## src/rtl/vreg_pkg.sv

```systemverilog
// rtl/vreg_pkg.sv - shared constants, clear-engine state type and lane helper for the vector register file
package vreg_pkg;

  localparam int DEF_NUM_VREGS = 8;
  localparam int DEF_LANES     = 4;
  localparam int DEF_WIDTH     = 32;

  typedef enum logic {
    CLR_IDLE,
    CLR_ACTIVE
  } clr_state_t;

  // Bit offset of a lane inside a packed vector.
  function automatic int unsigned lane_lsb(input int unsigned lane, input int unsigned width);
    return lane * width;
  endfunction

endpackage

```

## src/rtl/vector_reg_file_if.sv

```systemverilog
// rtl/vector_reg_file_if.sv - write/read/scoreboard/clear signal bundle of the vector register file
interface vector_reg_file_if
  import vreg_pkg::*;
#(
  parameter int NUM_VREGS = DEF_NUM_VREGS,
  parameter int LANES     = DEF_LANES,
  parameter int WIDTH     = DEF_WIDTH
);
  localparam int VIDX_W = $clog2(NUM_VREGS);
  localparam int LIDX_W = $clog2(LANES);

  logic                   wr_en;
  logic [VIDX_W-1:0]      wr_vd;
  logic [LANES-1:0]       wr_mask;
  logic [LANES*WIDTH-1:0] wr_data;
  logic                   imm_en;
  logic [VIDX_W-1:0]      imm_vd;
  logic [LIDX_W-1:0]      imm_idx;
  logic [WIDTH-1:0]       imm_data;
  logic [VIDX_W-1:0]      vs1;
  logic [VIDX_W-1:0]      vs2;
  logic [LANES*WIDTH-1:0] rd1_data;
  logic [LANES*WIDTH-1:0] rd2_data;
  logic                   rd1_busy;
  logic                   rd2_busy;
  logic                   rsv_en;
  logic [VIDX_W-1:0]      rsv_vd;
  logic                   clr_start;
  logic                   clr_busy;

  modport master (
    output wr_en, wr_vd, wr_mask, wr_data, imm_en, imm_vd, imm_idx, imm_data,
           vs1, vs2, rsv_en, rsv_vd, clr_start,
    input  rd1_data, rd2_data, rd1_busy, rd2_busy, clr_busy
  );

  modport slave (
    input  wr_en, wr_vd, wr_mask, wr_data, imm_en, imm_vd, imm_idx, imm_data,
           vs1, vs2, rsv_en, rsv_vd, clr_start,
    output rd1_data, rd2_data, rd1_busy, rd2_busy, clr_busy
  );

endinterface

```

## src/rtl/vreg_read_port.sv

```systemverilog
// rtl/vreg_read_port.sv - combinational read mux with same-cycle write bypass
module vreg_read_port
  import vreg_pkg::*;
#(
  parameter int NUM_VREGS = DEF_NUM_VREGS,
  parameter int LANES     = DEF_LANES,
  parameter int WIDTH     = DEF_WIDTH,
  localparam int VIDX_W   = $clog2(NUM_VREGS),
  localparam int LIDX_W   = $clog2(LANES)
) (
  input  logic [LANES*WIDTH-1:0] i_stored,
  input  logic [VIDX_W-1:0]      i_vs,
  input  logic                   i_wr_en,
  input  logic [VIDX_W-1:0]      i_wr_vd,
  input  logic [LANES-1:0]       i_wr_mask,
  input  logic [LANES*WIDTH-1:0] i_wr_data,
  input  logic                   i_imm_en,
  input  logic [VIDX_W-1:0]      i_imm_vd,
  input  logic [LIDX_W-1:0]      i_imm_idx,
  input  logic [WIDTH-1:0]       i_imm_data,
  output logic [LANES*WIDTH-1:0] o_data
);

  // Enables arrive already qualified: imm is only live when no vector write and not clearing.
  always_comb begin
    o_data = i_stored;
    if (i_wr_en && (i_vs == i_wr_vd)) begin
      for (int l = 0; l < LANES; l++) begin
        if (i_wr_mask[l]) begin
          o_data[lane_lsb(l, WIDTH) +: WIDTH] = i_wr_data[lane_lsb(l, WIDTH) +: WIDTH];
        end
      end
    end else if (i_imm_en && (i_vs == i_imm_vd)) begin
      o_data[lane_lsb(32'(i_imm_idx), WIDTH) +: WIDTH] = i_imm_data;
    end
  end

endmodule

```

## src/rtl/vector_reg_file.sv

```systemverilog
// rtl/vector_reg_file.sv - vector register bank with masked/element writes, busy scoreboard and bulk clear
module vector_reg_file
  import vreg_pkg::*;
#(
  parameter int NUM_VREGS = DEF_NUM_VREGS,
  parameter int LANES     = DEF_LANES,
  parameter int WIDTH     = DEF_WIDTH,
  localparam int VIDX_W   = $clog2(NUM_VREGS)
) (
  input logic              clk,
  input logic              rst,
  vector_reg_file_if.slave bus
);

  logic [LANES*WIDTH-1:0] r_mem [NUM_VREGS];
  logic [NUM_VREGS-1:0]   r_busy;
  clr_state_t             r_state;
  logic [VIDX_W-1:0]      r_cnt;

  logic w_idle;
  logic w_wr_en;
  logic w_imm_en;
  logic w_rsv_en;

  assign w_idle   = (r_state == CLR_IDLE);
  assign w_wr_en  = w_idle && bus.wr_en;
  assign w_imm_en = w_idle && bus.imm_en && !bus.wr_en;
  assign w_rsv_en = w_idle && bus.rsv_en;

  always_ff @(posedge clk or posedge rst) begin
    if (rst) begin
      for (int r = 0; r < NUM_VREGS; r++) begin
        r_mem[r] <= '0;
      end
      r_busy  <= '0;
      r_state <= CLR_IDLE;
      r_cnt   <= '0;
    end else if (r_state == CLR_ACTIVE) begin
      r_mem[r_cnt]  <= '0;
      r_busy[r_cnt] <= 1'b0;
      r_cnt         <= r_cnt + 1'b1;
      if (r_cnt == VIDX_W'(NUM_VREGS - 1)) begin
        r_state <= CLR_IDLE;
      end
    end else begin
      if (w_wr_en) begin
        for (int l = 0; l < LANES; l++) begin
          if (bus.wr_mask[l]) begin
            r_mem[bus.wr_vd][lane_lsb(l, WIDTH) +: WIDTH] <= bus.wr_data[lane_lsb(l, WIDTH) +: WIDTH];
          end
        end
      end else if (w_imm_en) begin
        r_mem[bus.imm_vd][lane_lsb(32'(bus.imm_idx), WIDTH) +: WIDTH] <= bus.imm_data;
      end
      // Reservation is placed after the release so a new producer wins on the same register.
      if (w_wr_en) begin
        r_busy[bus.wr_vd] <= 1'b0;
      end
      if (w_rsv_en) begin
        r_busy[bus.rsv_vd] <= 1'b1;
      end
      if (bus.clr_start) begin
        r_state <= CLR_ACTIVE;
        r_cnt   <= '0;
      end
    end
  end

  vreg_read_port #(.NUM_VREGS(NUM_VREGS), .LANES(LANES), .WIDTH(WIDTH)) u_rd1 (
    .i_stored  (r_mem[bus.vs1]),
    .i_vs      (bus.vs1),
    .i_wr_en   (w_wr_en),
    .i_wr_vd   (bus.wr_vd),
    .i_wr_mask (bus.wr_mask),
    .i_wr_data (bus.wr_data),
    .i_imm_en  (w_imm_en),
    .i_imm_vd  (bus.imm_vd),
    .i_imm_idx (bus.imm_idx),
    .i_imm_data(bus.imm_data),
    .o_data    (bus.rd1_data)
  );

  vreg_read_port #(.NUM_VREGS(NUM_VREGS), .LANES(LANES), .WIDTH(WIDTH)) u_rd2 (
    .i_stored  (r_mem[bus.vs2]),
    .i_vs      (bus.vs2),
    .i_wr_en   (w_wr_en),
    .i_wr_vd   (bus.wr_vd),
    .i_wr_mask (bus.wr_mask),
    .i_wr_data (bus.wr_data),
    .i_imm_en  (w_imm_en),
    .i_imm_vd  (bus.imm_vd),
    .i_imm_idx (bus.imm_idx),
    .i_imm_data(bus.imm_data),
    .o_data    (bus.rd2_data)
  );

  assign bus.rd1_busy = r_busy[bus.vs1];
  assign bus.rd2_busy = r_busy[bus.vs2];
  assign bus.clr_busy = (r_state == CLR_ACTIVE);

endmodule

```

## src/flat_wrapper.sv

```systemverilog
// flat-port wrapper written by rule: the top's interface ports become plain ports
module vector_reg_file_flat import vreg_pkg::*;
#(
  parameter int NUM_VREGS = DEF_NUM_VREGS,
  parameter int LANES     = DEF_LANES,
  parameter int WIDTH     = DEF_WIDTH,
  localparam int VIDX_W   = $clog2(NUM_VREGS)
)
  (clk, rst, bus_wr_en, bus_wr_vd, bus_wr_mask, bus_wr_data, bus_imm_en, bus_imm_vd, bus_imm_idx, bus_imm_data, bus_vs1, bus_vs2, bus_rsv_en, bus_rsv_vd, bus_clr_start, bus_rd1_data, bus_rd2_data, bus_rd1_busy, bus_rd2_busy, bus_clr_busy);
  vector_reg_file_if #(.NUM_VREGS(NUM_VREGS), .LANES(LANES), .WIDTH(WIDTH)) bus_i ();
  input logic clk;
  input logic rst;
  input wire logic [$bits(bus_i.wr_en)-1:0] bus_wr_en;
  input wire logic [$bits(bus_i.wr_vd)-1:0] bus_wr_vd;
  input wire logic [$bits(bus_i.wr_mask)-1:0] bus_wr_mask;
  input wire logic [$bits(bus_i.wr_data)-1:0] bus_wr_data;
  input wire logic [$bits(bus_i.imm_en)-1:0] bus_imm_en;
  input wire logic [$bits(bus_i.imm_vd)-1:0] bus_imm_vd;
  input wire logic [$bits(bus_i.imm_idx)-1:0] bus_imm_idx;
  input wire logic [$bits(bus_i.imm_data)-1:0] bus_imm_data;
  input wire logic [$bits(bus_i.vs1)-1:0] bus_vs1;
  input wire logic [$bits(bus_i.vs2)-1:0] bus_vs2;
  input wire logic [$bits(bus_i.rsv_en)-1:0] bus_rsv_en;
  input wire logic [$bits(bus_i.rsv_vd)-1:0] bus_rsv_vd;
  input wire logic [$bits(bus_i.clr_start)-1:0] bus_clr_start;
  output wire logic [$bits(bus_i.rd1_data)-1:0] bus_rd1_data;
  output wire logic [$bits(bus_i.rd2_data)-1:0] bus_rd2_data;
  output wire logic [$bits(bus_i.rd1_busy)-1:0] bus_rd1_busy;
  output wire logic [$bits(bus_i.rd2_busy)-1:0] bus_rd2_busy;
  output wire logic [$bits(bus_i.clr_busy)-1:0] bus_clr_busy;
  assign bus_i.wr_en = bus_wr_en;
  assign bus_i.wr_vd = bus_wr_vd;
  assign bus_i.wr_mask = bus_wr_mask;
  assign bus_i.wr_data = bus_wr_data;
  assign bus_i.imm_en = bus_imm_en;
  assign bus_i.imm_vd = bus_imm_vd;
  assign bus_i.imm_idx = bus_imm_idx;
  assign bus_i.imm_data = bus_imm_data;
  assign bus_i.vs1 = bus_vs1;
  assign bus_i.vs2 = bus_vs2;
  assign bus_i.rsv_en = bus_rsv_en;
  assign bus_i.rsv_vd = bus_rsv_vd;
  assign bus_i.clr_start = bus_clr_start;
  assign bus_rd1_data = bus_i.rd1_data;
  assign bus_rd2_data = bus_i.rd2_data;
  assign bus_rd1_busy = bus_i.rd1_busy;
  assign bus_rd2_busy = bus_i.rd2_busy;
  assign bus_clr_busy = bus_i.clr_busy;
  vector_reg_file #(.NUM_VREGS(NUM_VREGS), .LANES(LANES), .WIDTH(WIDTH)) u_core (.clk(clk), .rst(rst), .bus(bus_i));
endmodule
```

## config.mk

```make
export PLATFORM = sky130hd
export DESIGN_NAME = vector_reg_file_flat
export DESIGN_NICKNAME = d
export VERILOG_FILES = /design/src/rtl/vreg_pkg.sv /design/src/rtl/vector_reg_file_if.sv /design/src/rtl/vreg_read_port.sv /design/src/rtl/vector_reg_file.sv /design/src/flat_wrapper.sv
export SDC_FILE = /design/constraint.sdc
export NUM_CORES = 2
export LEC_CHECK = 0
export CAP_MARGIN = 20
export CORE_MARGIN = 8
export CORE_UTILIZATION = 45
export CTS_CLUSTER_DIAMETER = 50
export DETAILED_ROUTE_END_ITERATION = 16
export PLACE_DENSITY = 0.64
export SYNTH_ARGS = -nofsm -noshare
export SYNTH_HDL_FRONTEND = slang
export SYNTH_SLANG_ARGS = --single-unit
```

## constraint.sdc

```tcl
create_clock -name clk -period 37.7 [get_ports clk]
set_clock_uncertainty 0.05 [all_clocks]
set_input_delay 3.77 -clock clk [delete_from_list [all_inputs] [get_ports clk]]
set_output_delay 3.77 -clock clk [all_outputs]
set_load 0.01 [all_outputs]
```

Word-level counts from Yosys, hierarchy flattened
Index checks and enable logic that the tools add are counted.
Storage, ports and cells
  latch bits: 0
  output and inout port bits: 259
  bits in writable memories: 0
  bits in registers: 1036
  memories: 0
  bits of input ports: 187
  memory bits (read-only): 0
Operators by class
  $lt $le $gt $ge: 16
  shift-type cells: 2
  multipliers: 0
  bitwise logic cells: 13
  add/subtract/negate cells: 2
  reduce and logical (&&, ||, !) cells: 17
  muxes and demuxes: 69
  div/mod/pow operators: 0
  eq/ne operators: 5
Operators with widths (number)
  2-to-1 mux 1024 bit: 13
  bitwise mux 1024 bit: 5
  demux 128 bit (select 3 bit): 6
  2-to-1 mux 128 bit: 11
  bitwise AND 1024 bit: 1
  inverter 1024 bit: 1
  binary-select mux 128 bit (select 3 bit): 2
  2-to-1 mux 32 bit: 9
  bitwise mux 128 bit: 2
  variable shift 32 x 34 -> 128 bit (first input constant): 1
  indexed part select 32 x 34 -> 128 bit: 1
  2-to-1 mux 96 bit: 1
  2-to-1 mux 64 bit: 1
  negator 7 -> 34 bit: 1
  2-to-1 mux 8 bit: 4
  >= comparator 4 bit (second input constant): 5
  < comparator 3 x 4 -> 1 bit (second input constant): 5
  inverter 3 -> 4 bit: 5
  bitwise AND 8 bit: 2
  inverter 8 bit: 2
  logical AND 1 bit: 14
  == test 3 bit: 4
  < comparator 4 x 1 -> 1 bit (second input constant): 3
  demux 1 bit (select 3 bit): 3
  other kinds (11): 22

Longest topological paths before layout
  depth after elaboration: 21
  depth in mapped cells: 12

Hierarchy
A second synthesis with hierarchy kept.
Unflattened totals
  cells, all modules: 6305
  area total of the unflattened synthesis: 70587.7 um^2
By module, submodules not included
  vector_reg_file: area an instance 62995.4 um^2, times used 1, seq. area each 25924.9 um^2, cells each 5199
  vreg_read_port at u_core.u_rd1: area an instance 3883.7 um^2, times used 1, seq. area each 0.0 um^2, cells each 564
  vreg_read_port at u_core.u_rd2: area an instance 3708.6 um^2, times used 1, seq. area each 0.0 um^2, cells each 542

Worst setup path after synthesis
OpenSTA, ideal clock, no wires.
  kind: in2out
  start point: in bus_imm_idx[0]
  end point: out bus_rd2_data[40]
  arrival: 6.212 ns
  path slack: 27.668 ns
  cell stages on the path: 11
  cells stage by stage: buf_2 buf_1 inv_1 ha_1 clkbuf_1 and3b_1 clkbuf_1 buf_2 clkbuf_1 a21oi_1 o32ai_1
Between the ends
  longest elaborated chain between the ends: 5
  elaborated cells between the ends (all ways): 6
RTL lines
  start: declaration: RTL line flat_wrapper.sv:19  | input wire logic [$bits(bus_i.imm_idx)-1:0] bus_imm_idx;
  negator 7 -> 34 bit (*): RTL line vreg_read_port.sv:34  | o_data[lane_lsb(32'(i_imm_idx), WIDTH) +: WIDTH] = i_imm_data;
  indexed part select 32 x 34 -> 128 bit or variable shift 32 x 34 -> 128 bit (tied branches): RTL line vreg_read_port.sv:34
  bitwise mux 128 bit (*): RTL line vreg_read_port.sv:34
  2-to-1 mux 128 bit (*): RTL line vreg_read_port.sv:33  | end else if (i_imm_en && (i_vs == i_imm_vd)) begin
  2-to-1 mux 128 bit (*): RTL line vreg_read_port.sv:27  | if (i_wr_en && (i_vs == i_wr_vd)) begin
  end: declaration: RTL line flat_wrapper.sv:27  | output wire logic [$bits(bus_i.rd2_data)-1:0] bus_rd2_data;
Mark *: on every way between the ends. The rest lies on a longest branch, timed or not.

Worst setup path in the final report
  start point: in bus_vs2[2]
  end point: out bus_rd2_data[118]
Between the ends
  longest elaborated chain between the ends: 7
  elaborated cells between the ends (all ways): 12
RTL lines
  start: declaration: RTL line flat_wrapper.sv:22  | input wire logic [$bits(bus_i.vs2)-1:0] bus_vs2;
  inverter 3 -> 4 bit (not written as such): RTL line vector_reg_file.sv:84  | .i_stored (r_mem[bus.vs2]),
  binary-select mux 128 bit (select 3 bit): RTL line vector_reg_file.sv:84
  2-to-1 mux 128 bit (not written as such) (2 in series): RTL line vector_reg_file.sv:84
  bitwise mux 128 bit: RTL line vreg_read_port.sv:34
  2-to-1 mux 128 bit: RTL line vreg_read_port.sv:33
  2-to-1 mux 128 bit (*): RTL line vreg_read_port.sv:27
Mark *: on every way between the ends. The rest lies on a longest branch, timed or not. The select of a mux whose other input is x is not followed.

==> impl_metrics.csv <==
group,metric,value,unit
placement,routabilityCongestion,0.952,
run,drv_cap,0,
clocking,cts_num_sinks,1036,
sta,setup_tns,0,ns
setup_path,cp.required,33.88,ns
hold_path,hold_class,"reg -> reg",
layout,fillers,14100,
clocking,postCtsResizedCells,0,
sta,relSlewSlack,13.9,%
layout,final_cells,9378,
synthesis,syn_area,71500,sq um
clocking,hold_buffers,0,
setup_path,cpPeakStageDelay,1.01,ns
clocking,clock_path_buffers,3,
drt,wl,377000,microns
drt,drtAntennaViolNets,0,
clocking,cts_tree,"done",
placement,dp_hpwl,209000,microns
synthesis,synth_compound_area_share,34.7,%
global_route,grt.overflow.total,0,
synthesis,synthCells,7221,
setup_path,path_delay_family,"buffers and inverters",
sta,setup_viol,0,
power_and_ir_drop,p_leak,0.0331,uW
setup_path,crit_buf_inv,6,
setup_path,criticalPathCategory,"in -> out",
setup_path,critical_path_depth,10,
floorplan,dieArea,172000,sq um
synthesis,synthArstFlopShare,100,%
synthesis,seq_area_frac_synth,36.3,%
sta,hold_viol,0,
placement,placed_cells,9076,
synthesis,postSynthAreaPerCell,9.90,sq um
setup_path,cp_common_cell,"buf_4",
drt,wl_per_cell,40.2,microns
drt,vias,76600,
power_and_ir_drop,pwr_density_cell,48.2,nW/um^2
setup_path,path_max_fanout,64,
sta,finalMaxSlewViolations,0,
synthesis,ys.flop_type,"dfrtp_1",
clocking,cts_buffers,142,
layout,final_core_util,51.8,%
synthesis,synth_edf_count,0,
floorplan,core-area,158000,sq um
synthesis,yosysUniqueCellTypes,85,
synthesis,ys_ff_latch,1036,
sta,period_needed,13.41,ns
clocking,post-cts-setup-buffer-count,0,
placement,io_buffers,445,
layout,drive_gt1_share,11.1,%
synthesis,synth.net_count,7415,
outcome,status,"complete, no violations",
setup_path,start_kind,"primary input",
floorplan,start_util,45.2,%
clocking,cts_root_buffer,"clkbuf_16",
floorplan,ios,446,
sta,clock.fmax,74.6,MHz
clocking,clock_latency,0.80,ns
floorplan,die_w,415,microns
synthesis,synth_warnings,0,
synthesis,synthAdderAreaFrac,0.122,%
hold_path,holdPathStages,1,
sta,fin_crit_sh,35.6,%
synthesis,synth_mux_area_share,16.7,%
setup_path,reg2reg_depth,7,
drt,drt-pass1-iter-count,8,
drt,drt_iter0_markers,13300,
setup_path,end_kind,"output port",
synthesis,synth_top_family_by_area,"compound AO/OA/AOI/OAI gates",
power_and_ir_drop,peakVddDrop,0.0647,mV
clocking,cts.clk_slew.worst_paths,0.06,ns
setup_path,critPathSlowestCell,"buf_4",
global_route,grt_pass1_vias,73800,
sta,rsz0062_at_grt,"false",
floorplan,num_rows,146,
layout,syn_to_final_growth,14.7,%
global_route,grt_usage,41.3,%
drt,via_per_inst,8.17,
floorplan,fp.dieH,415,microns
synthesis,synth-xor-area-share,0.220,%
synthesis,synthSimpleGateAreaFrac,6.35,%
global_route,grt_max_degree,175,
layout,finish.net_count,7349,
clocking,htreeDepth,4,
sta,worstMarginPinSlew,1.29,ns
global_route,grt_first_pass_wirelength,532000,microns
drt,drc_errors,0,
setup_path,cp.arrival,9.59,ns
setup_path,crit_chain,"buf_8 -> buf_4 -> buf_4 -> buf_4 -> buf_4 -> mux2i_1 -> a22oi_1 -> a21oi_1 -> o32ai_1 -> clkdlybuf4s50_1",
global_route,antenna_found_initial,34,
==> Yosys cell counts, types with 33 or more instances <==
master,number,area [sq um]
mux4_2,186,4190
buf_4,34,255
mux2i_1,756,7570
nor3_1,33,165
nand2_1,304,1140
o22ai_1,857,5360
a21oi_1,425,2130
nand3_1,99,495
buf_2,320,1600
dfrtp_1,1036,25900
clkbuf_1,499,1870
a2bb2oi_1,72,631
o32ai_1,171,1500
nand4_1,34,213
a22o_1,912,7990
o2bb2ai_1,139,1220
nor2_1,35,131
nor2b_1,81,507
o22a_1,64,561
and2_1,95,594
a22oi_1,372,2790
o21ai_0,301,1510
nand2b_1,36,225
==> sequential cells by signal (all words and copies together), names as in the netlist <==
name	cells
u_core.r_busy	8
u_core.r_mem	1024
u_core.r_cnt	3
u_core.bus.clr_busy	1
==> cells by family after synthesis <==
| logic type | after synthesis |
|---|---|
| buffers and inverters | 919 |
| XOR/XNOR | 18 |
| AND/OR/NAND/NOR | 835 |
| flip-flops | 1036 |
| multiplexers | 957 |
| adder cells (fa/ha/maj) | 7 |
| AO/OA/AOI/OAI | 3449 |
==> report_power, final <==
part | internal [uW] | total (uW) | switching (uW)
combinational | 301 | 1350 | 1050
clock | 831 | 1400 | 570
sequential | 1150 | 1200 | 47.2
==> layout by cell type (no fill, tap or decap), drive strengths merged, types with 64 or more instances in the layout <==
master / count
clkbuf: 196
mux4: 186
a22oi: 373
a2bb2oi: 72
o22ai: 857
o22a: 64
nand3: 99
o2bb2ai: 139
mux2i: 756
a21oi: 427
o32ai: 171
nand2: 305
clkdlybuf4s50: 431
and2: 96
o21ai: 316
buf: 263
dfrtp: 1036
a22o: 912
nor2b: 81
==> worst register-to-register path, stage by stage (launching register included) <==
cell	delay [ns]
dfrtp_4	0.70
nor2b_4	0.19
buf_4	0.74
buf_4	0.79
nand2_4	0.64
buf_4	0.64
o22ai_1	0.49
a22o_1	0.19
==> per-stage QoR <==
stage | instance area, sq um | total power (uW) | hold WS (ns) | setup WS, ns
after floorplan | 71500 | 1860 | 0.417 | 4.72
after global placement | 77000 | 2460 | 0.436 | 24.55
after detailed placement | 77000 | 2470 | 0.446 | 24.45
after CTS | 81800 | 3840 | 0.462 | 24.45
after global routing | 81900 | 3960 | 0.470 | 24.19
final | 82000 | 3950 | 0.465 | 24.29
==> final cells by class <==
type / count / area, sq um / share of cell area [%]
Multi-Input combinational cell: 5266 / 42100 / 51.3
Sequential cell: 1036 / 25900 / 31.6
Timing Repair Buffer: 695 / 6450 / 7.86
Clock buffer: 195 / 4120 / 5.03
Tap cell: 2072 / 2590 / 3.16
Clock inverter: 61 / 657 / 0.801
Antenna cell: 39 / 97.6 / 0.119
Inverter: 14 / 60.1 / 0.0732
==> worst paths after layout <==
kind                                startpoint            endpoint  slack (ns)
max reg2reg                u_core.bus.clr_busy   u_core.r_mem[589]       33.21
min in group asynchronous                  rst  u_core.r_mem[1007]        3.46
max in group asynchronous                  rst   u_core.r_mem[912]       30.28
max                                 bus_vs2[2]   bus_rd2_data[118]       24.29
min reg2reg                  u_core.r_mem[959]   u_core.r_mem[959]        0.47
min                          u_core.r_mem[959]   u_core.r_mem[959]        0.47
==> routing by layer <==
layer  share of wire (%)  routed length [microns]  vias up  GRT usage, %
met1                  34                   130000    37300          49.3
met5               0.046                      174        -             0
met2                  40                   150000     7725          56.4
li1                    -                        -    29200             -
met4                  10                    39400       22          35.7
met3                  15                    57700     2342          17.9
Power figures use the tool's default switching activity.
